==> src/rtl/zle_pkg.sv <==
`default_nettype none
// +------------------------------------------------------------------+
// | zle_pkg : shared states and token helpers for zle_enc_param      |
// | rev 1.0                                                          |
// +------------------------------------------------------------------+
package zle_pkg;

  typedef enum logic [1:0] {
    S_DATA  = 2'd0,
    S_ZEROS = 2'd1,
    S_PEND  = 2'd2,
    S_EOSP  = 2'd3
  } zle_state_e;

  // An EOS token is flagged on o_eos and carries an all-zero o_d.
  localparam int EOS_PAYLOAD = 0;

  function automatic int run_flag_pos(input int w);
    return w;
  endfunction

endpackage
`default_nettype wire

==> src/rtl/zle_out_slot.sv <==
`default_nettype none
// +------------------------------------------------------------------+
// | zle_out_slot : single-entry registered output with valid/ready   |
// | rev 1.0                                                          |
// +------------------------------------------------------------------+
module zle_out_slot
  import zle_pkg::*;
#(
  parameter int DW = 4
) (
  input  logic          clock,
  input  logic          reset,
  input  logic          load,
  input  logic [DW-1:0] load_d,
  input  logic          load_eos,
  input  logic          o_ready,
  output logic          slot_free,
  output logic [DW-1:0] o_d,
  output logic          o_eos,
  output logic          o_valid
);

  logic          valid_q, valid_d;
  logic [DW-1:0] d_q, d_d;
  logic          eos_q, eos_d;

  assign slot_free = !valid_q || o_ready;

  // Payload only changes on a load, so it holds through a stall.
  always_comb begin
    valid_d = valid_q;
    d_d     = d_q;
    eos_d   = eos_q;
    if (load) begin
      valid_d = 1'b1;
      d_d     = load_d;
      eos_d   = load_eos;
    end else if (o_ready) begin
      valid_d = 1'b0;
    end
  end

  always_ff @(posedge clock or negedge reset) begin
    if (!reset) begin
      valid_q <= 1'b0;
      d_q     <= '0;
      eos_q   <= 1'b0;
    end else begin
      valid_q <= valid_d;
      d_q     <= d_d;
      eos_q   <= eos_d;
    end
  end

  assign o_valid = valid_q;
  assign o_d     = d_q;
  assign o_eos   = eos_q;

endmodule
`default_nettype wire

==> src/rtl/zle_enc_param.sv <==
`default_nettype none
// +------------------------------------------------------------------+
// | zle_enc_param : parametrised zero run-length encoder with EOS    |
// | rev 1.0                                                          |
// +------------------------------------------------------------------+
module zle_enc_param
  import zle_pkg::*;
#(
  parameter int W      = 3,
  parameter int MAXRUN = 15,
  parameter int CW     = $clog2(MAXRUN + 1)
) (
  input  logic         clock,
  input  logic         reset,
  input  logic [W-1:0] i_d,
  input  logic         i_eos,
  input  logic         i_valid,
  output logic         i_ready,
  output logic [W:0]   o_d,
  output logic         o_eos,
  output logic         o_valid,
  input  logic         o_ready
);

  localparam int            FLAG    = run_flag_pos(W);
  localparam logic [CW-1:0] CNT_ONE = CW'(1);
  localparam logic [CW-1:0] CNT_MAX = CW'(MAXRUN);
  localparam logic [W:0]    EOS_TOK = (W + 1)'(EOS_PAYLOAD);

  zle_state_e    state_q, state_d;
  logic [CW-1:0] cnt_q, cnt_d, cnt_inc;
  logic [W-1:0]  pend_q, pend_d;
  logic          slot_free, load, load_eos, accept;
  logic [W:0]    load_d;

  function automatic logic [W:0] run_tok(input logic [CW-1:0] n);
    logic [W:0] t;
    t          = '0;
    t[W-1:0]   = W'(n);
    t[FLAG]    = 1'b1;
    return t;
  endfunction

  assign cnt_inc = cnt_q + CNT_ONE;

  always_comb begin
    state_d  = state_q;
    cnt_d    = cnt_q;
    pend_d   = pend_q;
    load     = 1'b0;
    load_d   = '0;
    load_eos = 1'b0;
    i_ready  = slot_free && (state_q == S_DATA || state_q == S_ZEROS);
    accept   = i_valid && i_ready;
    case (state_q)
      S_DATA: if (accept) begin
        if (i_eos) begin
          load     = 1'b1;
          load_eos = 1'b1;
          load_d   = EOS_TOK;
        end else if (i_d != '0) begin
          load   = 1'b1;
          load_d = {1'b0, i_d};
        end else begin
          cnt_d   = CNT_ONE;
          state_d = S_ZEROS;
        end
      end
      S_ZEROS: if (accept) begin
        if (i_eos) begin
          load    = 1'b1;
          load_d  = run_tok(cnt_q);
          cnt_d   = '0;
          state_d = S_EOSP;
        end else if (i_d != '0) begin
          // Run token goes out first; the literal waits one slot in pend.
          load    = 1'b1;
          load_d  = run_tok(cnt_q);
          pend_d  = i_d;
          cnt_d   = '0;
          state_d = S_PEND;
        end else if (cnt_inc == CNT_MAX) begin
          load    = 1'b1;
          load_d  = run_tok(CNT_MAX);
          cnt_d   = '0;
          state_d = S_DATA;
        end else begin
          cnt_d = cnt_inc;
        end
      end
      S_PEND: if (slot_free) begin
        load    = 1'b1;
        load_d  = {1'b0, pend_q};
        state_d = S_DATA;
      end
      S_EOSP: if (slot_free) begin
        load     = 1'b1;
        load_eos = 1'b1;
        load_d   = EOS_TOK;
        state_d  = S_DATA;
      end
      default: state_d = S_DATA;
    endcase
  end

  always_ff @(posedge clock or negedge reset) begin
    if (!reset) begin
      state_q <= S_DATA;
      cnt_q   <= '0;
      pend_q  <= '0;
    end else begin
      state_q <= state_d;
      cnt_q   <= cnt_d;
      pend_q  <= pend_d;
    end
  end

  zle_out_slot #(.DW(W + 1)) u_slot (
    .clock     (clock),
    .reset     (reset),
    .load      (load),
    .load_d    (load_d),
    .load_eos  (load_eos),
    .o_ready   (o_ready),
    .slot_free (slot_free),
    .o_d       (o_d),
    .o_eos     (o_eos),
    .o_valid   (o_valid)
  );

endmodule
`default_nettype wire

==> config.mk <==
export PLATFORM = sky130hd
export DESIGN_NAME = zle_enc_param
export DESIGN_NICKNAME = d
export VERILOG_FILES = /design/src/rtl/zle_pkg.sv /design/src/rtl/zle_out_slot.sv /design/src/rtl/zle_enc_param.sv
export SDC_FILE = /design/constraint.sdc
export NUM_CORES = 1
export LEC_CHECK = 0
export CORE_UTILIZATION = 30
export DETAILED_ROUTE_END_ITERATION = 8
export PLACE_DENSITY = 0.52
export SYNTH_ARGS = -nofsm -noshare
export SYNTH_HDL_FRONTEND = slang
export SYNTH_SLANG_ARGS = --single-unit
==> constraint.sdc <==
create_clock -name clock -period 2.1 [get_ports clock]
set_clock_uncertainty 0.1 [all_clocks]
set_input_delay 0.525 -clock clock [delete_from_list [all_inputs] [get_ports clock]]
set_output_delay 0.525 -clock clock [all_outputs]
set_load 0.01 [all_outputs]
==> out/metrics.cfg <==
[global_routing]
met2_usage=0.279
globalRouteMet3Util=0.0171
grt_max_degree=16
global_route.usage.met1=0.233
gr-max-usage-layer=met2
grt_overflow=0
grt_usage=0.170
grt_antenna_before_repair=0
grt_pass1_wl_um=4630
grt_pass1_vias=972

[yosys]
syn-cell-area_sq_um=1020
synth-simple-area-share=0.244
syn_inst=104
synthArstFlopShare=1.00
synth_warnings=0
synth_top_family_by_area=compound AO/OA/AOI/OAI gates
synth_compound_gate_area_share=0.247
synth_fa_ha_area_frac=0.0733
ys_types=43
ys_seq_area_frac=0.366
synthXorXnorAreaFrac=0
synth_area_per_cell_sq_um=9.85
synth_edf_count=0
synthFlopType=dfrtp_1
synth_seq_cells=15
synthMuxAreaShare=0.0427
synth_fp_nets=118

[timing]
timing_hold_violations_final=0
worst_pin_slew_ns=0.326
period_share=0.967
fin_crit_ns=2.03
fin_ws_ns=0.0689
whs_ns=0.393
finalMaxSlewViolations=0
timing.fmax_ghz=0.492
finalSetupViolCount=0
rsz0062_at_grt=false
slew_headroom=0.781

[route]
drtIter0Drc=39
wirelength_um=2710
drc=0
firstDrtPassIters=4
routed_via_density=5.23
routedWlPerCell_um=14.3
ant_nets=0
via_count=989

[cts]
cts_buffers=3
clk_path_buf_depth=2
path_clk_slew_ns=0.09
hold_buffers=0
cts_root_buf=clkbuf_4
cts.sinks=15
clk_latency_ns=0.28
cts_tree=built
h-tree-depth=1

[power_and_ir_drop]
power_density_nw_per_um2=1200
ir_worst_vdd_mv=0.471
leakage_nw=0.658
power_mw=1.75

[worst_setup_path]
worstPathMaxFanout=4
crit_type=input port to flop
start_kind=input port
worstPathArrival_ns=2.10
required_ns=2.17
endpoint_kind=flop

[cells_and_area]
syn2layout_area_growth_pct=42.5
diodes=0
seqCellArea_sq_um=375
multiInputGateArea_sq_um=657
drive_gt1_frac=0.331
fillers=313
fin_nets=160
final_cell_area_sq_um=1460
final_cells=189

[die]
start_util=0.325
die_w_um=60.4
die_h_um=60.4
dieArea_sq_um=3650
coreArea_sq_um=3150
io_pins=15
placementRows=20

[placed_design]
dp_cells=183
place_area_sq_um=1380
place.gp.congestion=0.782
preCtsSetupSlack_ns=-0.404
io_buffers=14
dp_hpwl_um=2080

[flow_run]
drv_cap=0

[outcome]
status=completed

[hold_path]
min_path_type=flop to flop

## metrics by stage
stage / utilization / TNS [ns]
CTS: 0.452 / 0
floorplan: - / 0
finish: 0.463 / 0
detailed placement: 0.439 / -4.79
global route: 0.463 / 0
global placement: 0.439 / -4.70
## routing by layer
layer / part of all wire / vias to the layer above
met5: 0 / -
met4: 0.011 / 0
met3: 0.056 / 2
met2: 0.47 / 30
met1: 0.47 / 465
li1: - / 492
## power breakdown
group,switching (mW),leakage (nW),internal (mW)
Combinational,0.513,0.452,0.574
Sequential,0.0886,0.189,0.403
Clock,0.0998,0.0177,0.0706
## cell families (layout without fill, tap and decap cells)
group | after synthesis | after routing
AOI/OAI and AO/OA | 31 | 31
adders and majority gates | 6 | 6
buffers and inverters | 7 | 48
DFF | 15 | 15
muxes | 4 | 4
and+or+nand+nor | 41 | 41
## synthesized netlist by cell type, types with 2 or more instances
| cell | number | area share |
|---|---|---|
| dfrtp_1 | 15 | 0.37 |
| a21oi_1 | 7 | 0.034 |
| ha_1 | 6 | 0.073 |
| nand3_1 | 6 | 0.029 |
| nor3_1 | 6 | 0.029 |
| and3_1 | 5 | 0.031 |
| inv_1 | 5 | 0.018 |
| nor2_1 | 5 | 0.018 |
| nand2_1 | 4 | 0.015 |
| a22o_1 | 3 | 0.026 |
| mux2_2 | 3 | 0.033 |
| o211ai_1 | 3 | 0.022 |
| a221o_1 | 2 | 0.020 |
| nand2b_1 | 2 | 0.012 |
| o21a_1 | 2 | 0.015 |
| o21ai_0 | 2 | 0.0098 |
| or4_1 | 2 | 0.015 |
## registers in the layout, summed over array words and instances, names as in the netlist
signal and cells:
cnt_q 4, pend_q 3, state_q 2, u_slot.o_d 4, u_slot.o_eos 1, u_slot.o_valid 1
## path summary, 6_finish.rpt
check | from | to | slack (ns) | cells past startpoint
max | i_d[2] | u_slot.o_d[1] | 0.07 | 6
min | u_slot.o_eos | u_slot.o_eos | 0.39 | 1
max reg2reg | cnt_q[0] | u_slot.o_d[1] | 0.13 | 7
min reg2reg | u_slot.o_eos | u_slot.o_eos | 0.39 | 1
max in group asynchronous | reset | pend_q[1] | 1.27 | 2
min in group asynchronous | reset | state_q[0] | 0.45 | 2
## layout by cell type, fill, tap and decap left out, drive strengths merged, types with 2 or more instances in the layout
cell type	n
ha	6
and3	5
a21oi	7
dfrtp	15
o21ai	2
dlygate4sd2	3
clkbuf	3
buf	25
nor2	5
inv	5
a22o	3
a221o	2
o31ai	3
a21o	2
nor3	6
o211ai	3
nand3	6
nand2b	2
nand2	4
clkdlybuf4s50	9
o21a	2
or4	3
and2	2
mux2	3
## critical path, stage by stage
cell,delay (ns)
dlygate4sd2_1,0.25
or4_4,0.58
and4_4,0.22
a32oi_1,0.15
o21ai_0,0.11
a221o_1,0.26
## final cells by class
type / instances / share of cell area
Multi-Input combinational cell: 82 / 0.450
Sequential cell: 15 / 0.257
Timing Repair Buffer: 39 / 0.224
Tap cell: 44 / 0.0377
Clock buffer: 3 / 0.0154
Inverter: 5 / 0.0129
Clock inverter: 1 / 0.00343
## repair_timing
item | CTS | global route
resized for setup | 8 | 8
pin swaps | 3 | 5
setup endpoints to repair | 11 | 10
buffers inserted | 1 | 1
Power figures use the tool's default switching activity.
==> RTL change, RTL diff (same settings) <==
Set the parameter `W` to 5 (it was 3).
--- a/src/rtl/zle_enc_param.sv
+++ b/src/rtl/zle_enc_param.sv
@@ -6,7 +6,7 @@
 module zle_enc_param
   import zle_pkg::*;
 #(
-  parameter int W      = 3,
+  parameter int W      = 5,
   parameter int MAXRUN = 15,
   parameter int CW     = $clog2(MAXRUN + 1)
 ) (
Interface: changed (resized i_d and o_d); port bits go from 15 to 19. No check against the original RTL was run, so the function may have changed too.
==> RTL change against the unedited design <==
The run now ends with setup timing left. First-iteration DRC count increased by 51%. Sequential power up 28%. Power rose by 19%. Design area grew 21%. Routed wire length grew 19%. Clock power increased by 53%. Sequential cell count grew 4. Register-to-register slack got worse by 0.07 ns. Synthesized area rose by 19%. Setup slack worse by 0.14 ns. Cell count increased by 16%. Via count increased by 17%.
==> RTL change: results (changes against the unedited design) <==
Synth
  • Post-Syn Nets: 141 (+19%)
  • Share of synthesized cell area in full adder, half adder and majority cells: 7.17% (-0.15 points)
  • Proportion of synthesized chip area in sequential cells: 38.9% (+2.3 points)
  • Cells after Synth: 124 (+19%)
  • Distinct cell type count of the synthesized netlist: 40 (-7.0%)
  • Top cells by count, synth: 19 x sky130_fd_sc_hd__dfrtp_1, 10 x sky130_fd_sc_hd__nand2_1, 8 x sky130_fd_sc_hd__nor2_1
  • Area fraction in compound gates after synthesis: 21.3% (-3.4 points)

Drt
  • Final wirelength: 3230 microns (+19%)
  • Routed wl met3: 149 microns (-2.0%)
  • Total met2 wirelength after detailed routing: 1570 microns (+24%)
  • Met1 WL: 1490 microns (+18%)
  • Vias per std cell: 5.25 (+0.24%)

Outcome
  • Violations in the final reports: setup timing
  • Result of the run: finished, violations left

Critical path
  • Capturing point of the worst reg2reg path: u_slot.o_d[3]$_DFFE_PN0P_

Worst hold path
  • Min-Delay Endpoint: pend_q[4]$_DFFE_PN0P_
  • Worst hold path startpoint: pend_q[4]$_DFFE_PN0P_

Die
  • Core box area: 3770 sq um (+20%)

Layout
  • Fraction of layout instances using a drive strength above 1: 36.0% (+2.9 points)
  • Net count reported at finish: 190 (+19%)
  • Share of the core filled with cells: 47.0% (+0.67 points)
  • Non-filler instance count after layout: 220 (+16%)

STA
  • Worst Slack Setup Final: -0.0664 ns (-0.135 ns)
  • Slew of the pin with the lowest slew margin: 0.555 ns (+0.229 ns)
  • Setup violation total in the final timing report: 8 (+8)

Placed design
  • Cell total after placement: 213 (+16%)
  • Final weighted congestion in routability-driven placement: 0.829 (+5.9%)
  • Input/output buffers: 18 (+4)

Global routing
  • Global-route wire length before repair: 5430 microns (+17%)
  • Global-route total usage across every layer: 16.3% (-0.71 points)
  • Met3 routing resource usage after global routing: 2.41% (+0.71 points)

Power and ir drop
  • VDD IR max: 542 uV (+15%)
  • Switching power share of the total: 38.8% (-1.3 points)
RTL change: worst max-delay path: stages:
cell and delay [ns]:
sky130_fd_sc_hd__buf_6 0.09, sky130_fd_sc_hd__or3_4 0.38, sky130_fd_sc_hd__or4_4 0.45, sky130_fd_sc_hd__a31o_4 0.25
sky130_fd_sc_hd__nor3b_4 0.27, sky130_fd_sc_hd__a21oi_1 0.10, sky130_fd_sc_hd__o22ai_1 0.17
RTL change: area by class of cell:
class / count / area (sq um) / area share, %
Clock buffer: 3 / 41.3 / 2.33
Clock inverter: 1 / 5.00 / 0.282
Inverter: 6 / 22.5 / 1.27
Multi-Input combinational cell: 96 / 773 / 43.6
Sequential cell: 19 / 475 / 26.8
Tap cell: 48 / 60.1 / 3.39
Timing Repair Buffer: 47 / 394 / 22.2
RTL change: cell families (layout without fill, tap and decap cells):
| group | count (synthesis) | count (layout) |
|---|---|---|
| muxes | 7 | 7 |
| adders and majority gates | 7 | 7 |
| buffers and inverters | 9 | 57 |
| AOI/OAI and AO/OA | 34 | 34 |
| DFF | 19 | 19 |
| and+or+nand+nor | 48 | 48 |
RTL change: metrics by stage:
step	power, uW	cell area [sq um]
after floorplan	1280	1230
after global placement	1750	1650
after detailed placement	1760	1650
after CTS	2060	1730
after global routing	2230	1770
final	2080	1770
RTL change: worst max path at each step:
stage                       from                      to  cells past startpoint
after floorplan           i_d[3]    cnt_q[2]$_DFFE_PN0P_                      6
after global placement    i_d[3]    cnt_q[2]$_DFFE_PN0P_                      7
after detailed placement  i_d[3]    cnt_q[2]$_DFFE_PN0P_                      7
after CTS                 i_d[3]  state_q[1]$_DFFE_PN0P_                      8
after global routing      i_d[1]  state_q[1]$_DFFE_PN0P_                      8
final                     i_d[1]    cnt_q[3]$_DFFE_PN0P_                      7
